==> config.mk <==
export PLATFORM = sky130hd
export DESIGN_NAME = sw_input_port
export DESIGN_NICKNAME = d
export VERILOG_FILES = /design/src/rtl/sw_input_port.sv
export SDC_FILE = /design/constraint.sdc
export NUM_CORES = 1
export LEC_CHECK = 0
export CORE_ASPECT_RATIO = 1.75
export CORE_UTILIZATION = 50
export CTS_CLUSTER_DIAMETER = 80
export DETAILED_ROUTE_END_ITERATION = 10
export PLACE_DENSITY_LB_ADDON = 0.2
export SETUP_SLACK_MARGIN = 0.15
export SLEW_MARGIN = 20
export SYNTH_ARGS = -nofsm -noshare
export SYNTH_HDL_FRONTEND = slang
export SYNTH_SLANG_ARGS = --single-unit
==> constraint.sdc <==
create_clock -name clk -period 2.7 [get_ports clk]
set_input_delay 0.27 -clock clk [delete_from_list [all_inputs] [get_ports clk]]
set_output_delay 0.27 -clock clk [all_outputs]
set_load 0.005 [all_outputs]
==> src/rtl/sw_input_port.sv <==
// sw_input_port: turns the board switches into a processor input port.
// SW[7:0] is the data byte, SW[8] is the strobe and SW[9] is the mode bit.
// All switch bits pass through a two-flop synchroniser. The strobe is then
// debounced. A small handshake FSM captures one byte per debounced press and
// holds it until the processor acks it.
// Optional feature: define SW_PORT_OVERRUN_EN to build the sticky overrun
// flag. Without it, overrun is tied low and no tracking logic exists.
module sw_input_port #(
   parameter int unsigned DEBOUNCE_CYCLES = 16
) (
   input  logic       clk,
   input  logic       reset,
   input  logic [9:0] SW,
   output logic [7:0] data,
   output logic       valid,
   input  logic       ack,
   output logic       mode,
   output logic       overrun
);

   localparam int unsigned CNT_W   = $clog2(DEBOUNCE_CYCLES);
   localparam int unsigned SW_W    = 10;
   localparam int unsigned DATA_W  = 8;
   localparam int unsigned STB_BIT = 8;
   localparam int unsigned MOD_BIT = 9;

   typedef enum logic [1:0] {
      IDLE         = 2'd0,
      VALID        = 2'd1,
      WAIT_RELEASE = 2'd2
   } state_t;

   logic [SW_W-1:0]   s1;
   logic [SW_W-1:0]   s2;
   logic              stable;
   logic [CNT_W-1:0]  cnt;
   state_t            state;
   state_t            state_nxt;
   logic              valid_nxt;
   logic [DATA_W-1:0] data_nxt;

   // Two-flop synchroniser for every switch bit
   always_ff @(posedge clk or posedge reset) begin
      if (reset) begin
         s1 <= '0;
         s2 <= '0;
      end else begin
         s1 <= SW;
         s2 <= s1;
      end
   end

   // Mode comes straight from the synchroniser; it is not debounced
   assign mode = s2[MOD_BIT];

   // Strobe debounce: a new level must persist DEBOUNCE_CYCLES cycles
   always_ff @(posedge clk or posedge reset) begin
      if (reset) begin
         stable <= 1'b0;
         cnt    <= '0;
      end else if (s2[STB_BIT] == stable) begin
         cnt <= '0;
      end else if (cnt == CNT_W'(DEBOUNCE_CYCLES - 1)) begin
         stable <= s2[STB_BIT];
         cnt    <= '0;
      end else begin
         cnt <= cnt + CNT_W'(1);
      end
   end

   // Handshake FSM state register and registered outputs
   always_ff @(posedge clk or posedge reset) begin
      if (reset) begin
         state <= IDLE;
         valid <= 1'b0;
         data  <= '0;
      end else begin
         state <= state_nxt;
         valid <= valid_nxt;
         data  <= data_nxt;
      end
   end

   // Next state: capture on a debounced press, release valid on ack, then
   // wait for a debounced release before arming again
   always_comb begin
      state_nxt = state;
      valid_nxt = valid;
      data_nxt  = data;
      case (state)
         IDLE: begin
            if (stable) begin
               state_nxt = VALID;
               valid_nxt = 1'b1;
               data_nxt  = s2[DATA_W-1:0];
            end
         end
         VALID: begin
            if (ack) begin
               state_nxt = WAIT_RELEASE;
               valid_nxt = 1'b0;
            end
         end
         WAIT_RELEASE: begin
            if (!stable) begin
               state_nxt = IDLE;
            end
         end
         default: begin
            state_nxt = IDLE;
            valid_nxt = 1'b0;
         end
      endcase
   end

`ifdef SW_PORT_OVERRUN_EN
   logic rel_seen;
   logic rel_seen_nxt;
   logic overrun_nxt;

   // Overrun tracking registers; overrun is sticky until reset
   always_ff @(posedge clk or posedge reset) begin
      if (reset) begin
         rel_seen <= 1'b0;
         overrun  <= 1'b0;
      end else begin
         rel_seen <= rel_seen_nxt;
         overrun  <= overrun_nxt;
      end
   end

   // A debounced release followed by a press while a byte is pending is lost
   always_comb begin
      rel_seen_nxt = rel_seen;
      overrun_nxt  = overrun;
      if (state == VALID) begin
         if (!stable) begin
            rel_seen_nxt = 1'b1;
         end else if (rel_seen) begin
            overrun_nxt = 1'b1;
         end
      end else begin
         rel_seen_nxt = 1'b0;
      end
   end
`else
   assign overrun = 1'b0;
`endif

endmodule

==> flow_summary.ini <==
[outcome]
status = finished, final reports clean

[detailed_routing]
drt-total-wl_microns = 1517
routedWlPerCell_microns = 12.04
remaining_drc_errors = 0
detail_route.first_pass.iterations = 3
first_iter_violations = 7
vias = 608
via_per_inst = 4.825
final_ant_viol_nets = 0

[sta]
setup_viol_count_final = 0
holdWs_ps = 345.2
drv_slew = 0
setup_tns_final_ps = 0
finalWorstPathRequiredPeriod_ps = 1425
rsz_0062_raised_after_global_routing = no
max_freq_ghz = 0.7018
hold_viol = 0
period_share = 0.5277
skew_ps = 3.070

[logic_synthesis]
syn_avg_cell_area_sq_um = 16.87
post_synth_xor_area_fraction = 0.01442
synth_warnings = 0
synth_sequential_area_ratio = 0.7415
synth.lib_cells_used.distinct = 19
syn-cell-area_sq_um = 1215
post_synthesis_net_count = 86
ys_seq_elements = 36
muxShareOfSynthArea = 0.1081
synth_simple_gate_area_share = 0.05767
synth_compound_area_frac = 0.02987
gate_count_of_the_mapped_netlist = 72
adder_and_majority_cell_fraction_of_the_synthesized_area = 0.01030
combinational_family_with_the_most_area_after_synthesis = multiplexers

[critical_path]
reg2reg_to = data[1]
cell_class_contributing_the_biggest_share_of_worst_path_delay = buffers and inverters
worst-endpoint-required_ps = 2430
ff2ff_path_depth = 3
ff_to_ff_start = state[0]
setup.worst_path.end_class = primary output
crit_slowest_cell = clkdlybuf4s50_1
arrival_ps = 1150
setup.worst_path.start_class = register
critPathBufInv = 1
ff2ff_setup_slack_ps = 1340
cp_cell_sequence = clkdlybuf4s50_1
worst-setup-path-type = reg -> out
cp_max_fo = 3
critical_path.max_stage_delay_ps = 510

[floorplanning]
dieWidth_microns = 39.26
ioPinCount = 24
die-height_microns = 67.21
starting_utilization_of_the_core_area = 0.5277
rows = 23
floorplan.die_area_sq_um = 2639
floorplan_core_area_sq_um = 2302

[clock_tree]
cts.path.max_buffers = 2
ctsHoldBuffers = 0
worstSkewPairLatency_ps = 280
cts.repair_timing.setup_buffer_count = 0
htree_num_levels = 2
tritoncts_clock_tree = built
clkSinkCount = 36
ctsRootBufferMaster = clkbuf_8
cts.reportedPaths.clkPinSlew_ps = 70
postCtsResizedCells = 0
tritoncts.num_buffers = 5

[placed_design]
dpl.cell_count = 118
place_congestion = 0.7297
numPortBuffers = 22

[final_layout]
area_growth_pct = 29.45
finalNetCount = 114
instances_no_fill = 126
num_antenna_cells = 0
layout.cells.most_common_list = dfrtp_1, clkdlybuf4s50_1, mux2_4, clkbuf_8, inv_1
final_layout_size_suffix_gt1_frac = 0.1980
mostFrequentLayoutCell = dfrtp_1

[global_routing]
via_count_of_the_first_global_routing_pass = 616
grt_start_max_net_pins = 37
grt-busiest-layer = met2
grt_pass1_wl_microns = 2484
antenna_found_initial = 0
global_route.usage.total = 0.1573
grt_use_met1 = 0.1435
globalRouteOverflowTotal = 0
use_met2 = 0.2396
grt_util_met3 = 0.09868

[hold_path]
min_path_cells = 0
worst_hold_path_type = reg -> reg
worstHoldEndpoint = s2[4]
worst_hold_startpoint = s1[4]

[power]
leakage_uw = 0.0007206
pwr_density_cell_nw_per_um2 = 708.2
irDropWorstVdd_mv = 0.7413

[run]
max-cap-violations = 0
-- sequential cells by signal, indices dropped and copies added (netlist names) --
name    count
s1         10
s2         10
data        8
cnt         4
state       2
stable      1
valid       1
-- area by class of cell --
type,count,area (sq um)
clock buffer,7,96.34
clock inverter,1,30.03
fill,185,729.5
inverter,4,15.01
multi-input combinational,30,271.5
sequential,36,900.9
tap,25,31.28
timing repair buffer,23,227.7
-- through the flow --
step / total power [uW] / util / setup slack, ps / cell area [sq um]
after floorplan: 598.9 / - / 1473 / 1215
after global placement: 625.3 / 0.6283 / 1375 / 1446
after detailed placement: 627.6 / 0.6283 / 1337 / 1446
after CTS: 1138 / 0.6832 / 1249 / 1573
after global routing: 1169 / 0.6832 / 1220 / 1573
final: 1114 / 0.6832 / 1275 / 1573
-- where the power goes --
| group | leakage, uW | switching, uW | internal, uW |
|---|---|---|---|
| clock | 0.0000645 | 172 | 325 |
| combinational | 0.000207 | 18.1 | 28.0 |
| sequential | 0.000449 | 9.82 | 560 |
-- synth_stat cells --
master    instances  area [sq um]
buf_12            1         20.02
ha_1              1         12.51
dfrtp_1          36         900.9
nand3_1           1         5.000
conb_1            1         3.750
nor2b_4           2         27.53
mux2_4            8         120.1
mux2_2            1         11.26
o22ai_1           1         6.260
o21ai_0           3         15.01
nor2b_1           1         6.260
nand4b_1          1         8.760
inv_1             4         15.01
nand2_1           2         7.510
buf_4             1         7.510
nor3b_1           1         7.510
nor2_1            2         7.510
xnor2_1           2         17.52
a21oi_1           3         15.01
-- kinds of logic after synthesis --
group / after synthesis
xor gates and xnor gates: 2
other: 1
and+or+nand+nor: 10
adders and majority gates: 1
AOI/OAI and AO/OA: 7
DFF: 36
muxes: 9
buffers and inverters: 6
-- worst max-delay path by stage --
stage,start,end,slack (ps),depth (start not counted)
floorplan,state[0],data[0],1470,4
global placement,state[0],data[6],1370,3
detailed placement,state[0],data[1],1340,3
CTS,valid,valid,1250,1
global route,data[3],data[3],1220,1
finish,valid,valid,1280,1
-- layer usage --
layer  routed length (microns)  up-vias  part of all wire
met1                       585      297              0.39
met5                         0        -                 0
met3                        87        4             0.057
met4                        33        0             0.022
li1                          -      285                 -
met2                       811       22              0.53
Power figures use the tool's default switching activity.
